**src/rtl/ghash_seq.sv**
```systemverilog
// ghash_seq: message sequencer in front of the GHASH core.
// Takes AD and payload blocks over one valid/ready stream. Each block is
// masked to its valid bytes and added to the bit-length counters, then the
// matching one-cycle GHASH command is issued. At the end of the message the
// length block is finalized and tag = gh_X ^ tag_mask is registered.
// Optional build macro GHASH_SEQ_TAG_CMP_EN adds the exp_tag input and the
// tag_ok/tag_fail outputs.
module ghash_seq #(
  parameter int LEN_W = 64
) (
  input  logic             clk,
  input  logic             reset_n,
  input  logic             start,
  input  logic             msg_empty,
  input  logic             blk_valid,
  output logic             blk_ready,
  input  logic             blk_is_data,
  input  logic             blk_last,
  input  logic [4:0]       blk_bytes,
  input  logic [127:0]     blk_data,
  input  logic [127:0]     tag_mask,
  output logic             gh_first_init,
  output logic             gh_init,
  output logic             gh_next_no_ad,
  output logic             gh_next,
  output logic             gh_finalize_no_in,
  output logic             gh_finalize,
  output logic [127:0]     gh_ad,
  output logic [127:0]     gh_block,
  output logic [LEN_W-1:0] gh_len_ad,
  output logic [LEN_W-1:0] gh_len_i,
  input  logic             gh_ready,
  input  logic [127:0]     gh_X,
  output logic [127:0]     tag,
  output logic             tag_valid,
  output logic             order_err
`ifdef GHASH_SEQ_TAG_CMP_EN
  ,
  input  logic [127:0]     exp_tag,
  output logic             tag_ok,
  output logic             tag_fail
`endif
);

  typedef enum logic [2:0] {
    S_IDLE, S_WAIT_BLK, S_ISSUE, S_BUSY, S_FIN_ISSUE, S_FIN_BUSY, S_DONE
  } state_t;

  state_t             state_q, state_d;
  logic [LEN_W-1:0]   len_ad_q, len_ad_d, len_i_q, len_i_d;
  logic [127:0]       ad_q, ad_d, blk_q, blk_d, tag_q, tag_d;
  logic               seen_ad_q, seen_ad_d, seen_data_q, seen_data_d;
  logic               err_q, err_d, tv_q, tv_d;
  logic               last_q, last_d, isd_q, isd_d;
  logic [4:0]         nb;
  logic [127:0]       masked;
  logic [127:0]       tag_new;
`ifdef GHASH_SEQ_TAG_CMP_EN
  logic               ok_q, ok_d, fail_q, fail_d;
  logic               tag_eq;
`endif

  // Effective byte count (0 and >16 mean a full block) and zeroing of
  // the unused upper bytes.
  always_comb begin
    nb = (blk_bytes == 5'd0 || blk_bytes > 5'd16) ? 5'd16 : blk_bytes;
    masked = '0;
    for (int i = 0; i < 16; i++)
      if (5'(i) < nb) masked[8*i +: 8] = blk_data[8*i +: 8];
  end

  assign tag_new = gh_X ^ tag_mask;
`ifdef GHASH_SEQ_TAG_CMP_EN
  // Full-width XOR + reduction: same structure whatever the data, no early out.
  assign tag_eq = ~|(tag_new ^ exp_tag);
`endif

  // Next-state, datapath updates and the one-cycle command pulses.
  always_comb begin
    state_d     = state_q;
    len_ad_d    = len_ad_q;
    len_i_d     = len_i_q;
    ad_d        = ad_q;
    blk_d       = blk_q;
    tag_d       = tag_q;
    seen_ad_d   = seen_ad_q;
    seen_data_d = seen_data_q;
    err_d       = err_q;
    tv_d        = tv_q;
    last_d      = last_q;
    isd_d       = isd_q;
`ifdef GHASH_SEQ_TAG_CMP_EN
    ok_d        = ok_q;
    fail_d      = fail_q;
`endif
    blk_ready         = 1'b0;
    gh_first_init     = 1'b0;
    gh_init           = 1'b0;
    gh_next_no_ad     = 1'b0;
    gh_next           = 1'b0;
    gh_finalize_no_in = 1'b0;
    gh_finalize       = 1'b0;
    case (state_q)
      S_IDLE, S_DONE: begin
        if (start) begin
          len_ad_d    = '0;
          len_i_d     = '0;
          seen_ad_d   = 1'b0;
          seen_data_d = 1'b0;
          err_d       = 1'b0;
          tv_d        = 1'b0;
`ifdef GHASH_SEQ_TAG_CMP_EN
          ok_d        = 1'b0;
          fail_d      = 1'b0;
`endif
          state_d     = msg_empty ? S_FIN_ISSUE : S_WAIT_BLK;
        end
      end
      S_WAIT_BLK: begin
        blk_ready = 1'b1;
        if (blk_valid) begin
          if (!blk_is_data && seen_data_q) begin
            // Out-of-order AD is swallowed; only the error flag records it.
            err_d = 1'b1;
            if (blk_last) state_d = S_FIN_ISSUE;
          end else begin
            if (blk_is_data) begin
              blk_d   = masked;
              len_i_d = len_i_q + LEN_W'({nb, 3'b000});
            end else begin
              ad_d     = masked;
              len_ad_d = len_ad_q + LEN_W'({nb, 3'b000});
            end
            isd_d   = blk_is_data;
            last_d  = blk_last;
            state_d = S_ISSUE;
          end
        end
      end
      S_ISSUE: begin
        // seen_* still reflect the blocks before this one here.
        if (!isd_q) begin
          gh_first_init = !seen_ad_q;
          gh_init       = seen_ad_q;
          seen_ad_d     = 1'b1;
        end else begin
          gh_next_no_ad = !seen_ad_q && !seen_data_q;
          gh_next       = seen_ad_q || seen_data_q;
          seen_data_d   = 1'b1;
        end
        state_d = S_BUSY;
      end
      S_BUSY: begin
        if (gh_ready) state_d = last_q ? S_FIN_ISSUE : S_WAIT_BLK;
      end
      S_FIN_ISSUE: begin
        gh_finalize_no_in = !seen_ad_q && !seen_data_q;
        gh_finalize       = seen_ad_q || seen_data_q;
        state_d           = S_FIN_BUSY;
      end
      S_FIN_BUSY: begin
        if (gh_ready) begin
          tag_d   = tag_new;
          tv_d    = 1'b1;
`ifdef GHASH_SEQ_TAG_CMP_EN
          ok_d    = tag_eq;
          fail_d  = !tag_eq;
`endif
          state_d = S_DONE;
        end
      end
      default: state_d = S_IDLE;
    endcase
  end

  // State and datapath registers; reset clears everything at once.
  always_ff @(posedge clk or negedge reset_n) begin
    if (!reset_n) begin
      state_q     <= S_IDLE;
      len_ad_q    <= '0;
      len_i_q     <= '0;
      ad_q        <= '0;
      blk_q       <= '0;
      tag_q       <= '0;
      seen_ad_q   <= 1'b0;
      seen_data_q <= 1'b0;
      err_q       <= 1'b0;
      tv_q        <= 1'b0;
      last_q      <= 1'b0;
      isd_q       <= 1'b0;
`ifdef GHASH_SEQ_TAG_CMP_EN
      ok_q        <= 1'b0;
      fail_q      <= 1'b0;
`endif
    end else begin
      state_q     <= state_d;
      len_ad_q    <= len_ad_d;
      len_i_q     <= len_i_d;
      ad_q        <= ad_d;
      blk_q       <= blk_d;
      tag_q       <= tag_d;
      seen_ad_q   <= seen_ad_d;
      seen_data_q <= seen_data_d;
      err_q       <= err_d;
      tv_q        <= tv_d;
      last_q      <= last_d;
      isd_q       <= isd_d;
`ifdef GHASH_SEQ_TAG_CMP_EN
      ok_q        <= ok_d;
      fail_q      <= fail_d;
`endif
    end
  end

  assign gh_ad     = ad_q;
  assign gh_block  = blk_q;
  assign gh_len_ad = len_ad_q;
  assign gh_len_i  = len_i_q;
  assign tag       = tag_q;
  assign tag_valid = tv_q;
  assign order_err = err_q;
`ifdef GHASH_SEQ_TAG_CMP_EN
  assign tag_ok    = ok_q;
  assign tag_fail  = fail_q;
`endif

endmodule

```
**config.mk**
```make
export PLATFORM = sky130hd
export DESIGN_NAME = ghash_seq
export DESIGN_NICKNAME = d
export VERILOG_FILES = /design/src/rtl/ghash_seq.sv
export SDC_FILE = /design/constraint.sdc
export NUM_CORES = 1
export LEC_CHECK = 0
export ABC_AREA = 0
export CAP_MARGIN = 0
export CORE_AREA = 2 2 357 359
export DETAILED_ROUTE_END_ITERATION = 10
export DIE_AREA = 0 0 359 361
export MAX_ROUTING_LAYER = met4
export PLACE_DENSITY_LB_ADDON = 0.25
export SETUP_SLACK_MARGIN = 0.3
export SLEW_MARGIN = 30
export SYNTH_ARGS = -nofsm -noshare
export SYNTH_HDL_FRONTEND = slang
export SYNTH_SLANG_ARGS = --single-unit
```
**constraint.sdc**
```tcl
create_clock -name clk -period 3.55 [get_ports clk]
set_input_delay 0.71 -clock clk [delete_from_list [all_inputs] [get_ports clk]]
set_output_delay 0.71 -clock clk [all_outputs]
set_load 0.01 [all_outputs]
```
==> results by stage <==
Synthesis:
- Yosys mapped a number of flops with a built-in enable equal to 0.
- The cell area that synthesis handed to floorplanning was 22680 um2.
- The share of the yosys chip area belonging to registers is between 50% and 60%.
- After synthesis, the netlist uses 73 different library cells.
- Averaged over all synthesized cells, the footprint is between 9 and 10 um2.
- The number of warning messages in the yosys log is 0.
- After technology mapping, the gate count stands at between 2000 and 2500.
- The count of state elements after synthesis is just over 500.
- The share of synthesized flip-flops with an asynchronous set or reset is 100.0%.
- The predominant post-synthesis flop cell is sky130_fd_sc_hd__dfrtp_1.

Global routing:
- The global-route wire length before repair is between 150000 and 200000 um.
- In the global route stage, met1 resource usage came out at between 20% and 30%.
- The total track usage is between 10% and 20%.
- The initial antenna violation count is 44.
- The maximum number of pins on one net before global-route repair is between 150 and 200.
- The met3 demand-to-capacity share in global routing is 6.002%.
- The total global routing overflow is 0.
- The number of global-route vias before repair came to 20860.
- The global routing stage identified its most utilized layer as met2.
- The met2 capacity usage during global routing is 28.53%.

Floorplanning:
- Once the floorplan was initialized, standard cells occupied 18.08% of the core.
- The die outline area is 129600 um2.
- 918 I/O pins were placed.
- The die outline height is approximately 360 um.
- The initialized floorplan defines 130 standard-cell rows.
- In this run the standard cell core region covers between 100000 and 150000 um2.
- The width of the chip is 359 um.

Critical path:
- For the worst setup path, the data required time is around 4000 ps.
- The slowest cell on the critical path is sky130_fd_sc_hd__or4b_4.
- Of all nets on the critical path, the largest fanout is 7.
- The worst register-to-register path ends at gh_len_ad[56].
- The first element of the critical path is blk_bytes[3].
- The signal on the critical path passes through clkbuf_2, nor2_4, nand2_2, ha_4, nand2b_4, xnor2_4, ha_4, a21boi_0, a2111o_1, o211ai_1, buf_4, buf_4, or4b_4, or3_4, a21oi_2.
- The data arrival time of the critical path is 3720 ps.
- In this run the critical register-to-register path is launched from gh_len_ad[47].
- In this design, the stage delay of the slowest critical-path cell is about 500 ps.
- The critical path is of the in2reg type.
- The destination of the critical timing path is gh_len_i[49].
- STA classifies the critical path endpoint as a flip-flop.
- The number of cells on the worst reg-to-reg path is 6.
- STA classifies the critical path startpoint as an input port.
- For flop-to-flop paths, the worst setup slack is roughly 650 ps.

Place:
- The HPWL after detailed placement is slightly below 90000 um.
- The number of placed cells counting well taps is approximately 4900.
- The count of port buffers added during placement is 911.
- Routability-driven placement finished with a final weighted congestion of approximately 0.94.

Layout:
- The number of inserted filler cells in the final layout is about 13000.
- The multi-input gate area in the final layout is 9403 um2.
- The final cell count without fillers is between 5000 and 6000.
- Across the whole layout, storage elements account for 12890 um2.
- The library cell used most frequently in the layout, excluding fill and tap cells, is sky130_fd_sc_hd__clkdlybuf4s50_1.
- The post-route netlist has 8.952% of its cells at a drive strength greater than 1.
- The area growth from synthesis to layout is 63.72%.
- In the layout the commonest cells are 903 x sky130_fd_sc_hd__clkdlybuf4s50_1, 584 x sky130_fd_sc_hd__nand2_1, 515 x sky130_fd_sc_hd__dfrtp_1, 418 x sky130_fd_sc_hd__o21ai_0, 179 x sky130_fd_sc_hd__xnor2_1.
- The final-stage net count is 3756.

STA:
- The final hold violation count is 0.
- The minimum clock period after layout is 3174 ps.
- Setup repair after global routing left no endpoint under its margin.
- The slew at the pin closest to its max-slew limit is between 800 and 900 ps.
- Setup total negative slack on the finished layout was measured at 0 ps.
- Static timing analysis puts the maximum clock frequency at approximately 0.32 GHz.
- For the final database, setup skew stands at around 21 ps.
- Setup violations remaining at the end of the flow were counted as 0.
- The number of max-slew violations in the final report came to 0.
- The final critical path takes up 89.41% of the cycle.
- In this run the tightest slew margin relative to its limit is between 40% and 50%.

Clock tree:
- Clock-pin slew was measured on the worst setup and hold paths at about 60 ps.
- No sink is reached through more buffers than the 3 on the longest clock path.
- The depth of the CTS H-tree is 3.
- The root buffer cell chosen for the clock tree is sky130_fd_sc_hd__clkbuf_16.
- The clock net in this run drives a total of between 500 and 600 sinks.
- Buffers inserted during clock tree synthesis total a little under 70.
- The clock insertion delay at the later pin of the skew report is 630 ps.
- TritonCTS built the clock tree.

Pwr:
- Sequential cells burn a little over a third of the power.
- Summed over all cells, the static leakage comes to around 15 nW.
- Dividing total power by cell area gives a power density of slightly above 700 nW/um2.
- The portion of total power attributed to combinational logic is a little under two fifths.
- The peak ir drop on the vdd network is around 0.00038 V.
- The internal portion of total power is 17.11 mW.
- The net load switching power is between 9 and 10 mW.
- Of the total power, the clock network draws between 20% and 30%.
- The switching power as a share of total power is approximately a third.

Routing:
- After detailed routing, the number of vias per cell comes to about 4.1.
- The total via count after detailed routing is ~21000.
- The detail route stage leaves a number of antenna-violating nets equal to 0.
- The residual DRC count is 0.
- The first-pass iteration count of the detailed router is 5.
- The detailed-route wire length is between 100000 and 150000 um.
- The initial detailed-routing violation count is between 1000 and 1500.
- The post-detailed-route wirelength per cell is approximately 22 um.

Run:
- The max-capacitance violation count is 0.

Status:
- The flow ran to the end, and the final reports show no timing, DRC or antenna violations.

Hold path:
- The worst hold path class is in2async.
## registers in the layout, summed over array words and instances (netlist names)
| register | flops |
|---|---|
| seen_ad_q | 1 |
| tag | 128 |
| order_err | 1 |
| seen_data_q | 1 |
| gh_len_ad | 61 |
| tag_valid | 1 |
| gh_block | 128 |
| gh_ad | 128 |
| state_q | 3 |
| gh_len_i | 61 |
| isd_q | 1 |
| last_q | 1 |
## worst min-delay path by stage
stage | startpoint | to | slack (ps) | cells after the start
3_3_place_gp | gh_block[24] | gh_block[24] | 460 | 2
4_1_cts | reset_n | gh_block[17] | 70 | 1
3_5_place_dp | gh_ad[78] | gh_ad[78] | 470 | 2
6_report | reset_n | gh_block[21] | 70 | 1
2_1_floorplan | reset_n | gh_ad[0] | 410 | 0
5_1_grt | reset_n | gh_block[17] | 80 | 1
## logic make-up (layout without fill, tap and decap cells)
logic type                 count (synthesis)  in the layout  share of synthesized area, %
and+or+nand+nor                          915            915                         18.31
AOI/OAI and AO/OA                        565            565                         13.60
DFF                                      515            515                         56.82
xor gates and xnor gates                 195            195                         7.531
buffers and inverters                    169           1197                         2.990
adders and majority gates                  8              8                        0.4414
muxes                                      6              6                        0.2814
other                                      1             27                       0.01653
## Yosys cell counts, drive strengths merged (4+ instances only)
cell type	count	share of area (%)
o211ai	5	0.17
nor4	34	1.0
o221ai	4	0.15
inv	27	0.45
and2	4	0.11
and3	18	0.50
o21ai	425	9.4
nand4	31	0.86
a31o	5	0.19
xor2	13	0.50
buf	15	0.44
nor2b	5	0.14
ha	8	0.44
o21a	9	0.30
o31ai	17	0.56
o22ai	4	0.11
a22o	6	0.23
or4	20	0.68
xnor2	182	7.0
or3	27	0.74
nor3	21	0.51
a21oi	59	1.3
dfrtp	515	57
nand2b	7	0.19
nand2	585	9.7
clkbuf	126	2.1
nor2	87	1.4
nor4b	12	0.46
nand3	40	0.90
and4	6	0.23
## what timing repair did
action	in CTS	in global routing
setup endpoints to repair	75	55
hold buffers	0	0
resized for setup	18	11
gates cloned	0	0
pin swaps	10	9
setup buffers	1	4
## power groups by stage
stage	sequential (mW)	clock (mW)	combinational, mW
floorplan	9.95	0	2.52
global route	9.38	7.72	10.7
finish	9.11	7.21	9.85
global placement	9.13	0	9.99
detailed placement	9.18	0	9.99
CTS	9.12	7.46	10.0
## metal layers
layer | vias up | part of all wire [%]
li1 | 10100 | -
met1 | 10040 | 41
met2 | 731 | 48
met3 | 136 | 8.0
met4 | 0 | 2.6
met5 | - | 0
## cell type report
cell class                      instances  area share [%]
Sequential cell                       515           34.71
Timing Repair Buffer                 1042           27.68
Multi-Input combinational cell       1695           25.32
Tap cell                             1650           5.560
Clock buffer                          100           5.479
Clock inverter                         27          0.8087
Inverter                               28          0.2965
Antenna cell                           21          0.1415
## critical path: cells and delay by family
family                   cells  cell delay [ps]
AND/OR/NAND/NOR              5             1300
adder cells (fa/ha/maj)      2              410
AO/OA/AOI/OAI                4              740
buffers and inverters        3              360
XOR/XNOR                     1              180
## per-stage QoR
step / setup slack (ps) / area (um2) / utilization [%] / hold WS, ps / power, mW
3_5_place_dp: -689.5 / 34660 / 27.64 / 468.9 / 19.17
6_report: 375.8 / 37130 / 29.61 / 71.18 / 26.16
3_3_place_gp: -664.9 / 34660 / 27.64 / 460.0 / 19.12
5_1_grt: 304.5 / 37130 / 29.60 / 80.99 / 27.78
4_1_cts: 302.1 / 37040 / 29.54 / 68.19 / 26.60
2_1_floorplan: -87.18 / 22910 / - / 414.4 / 12.47
(Power assumes the default switching activity.)
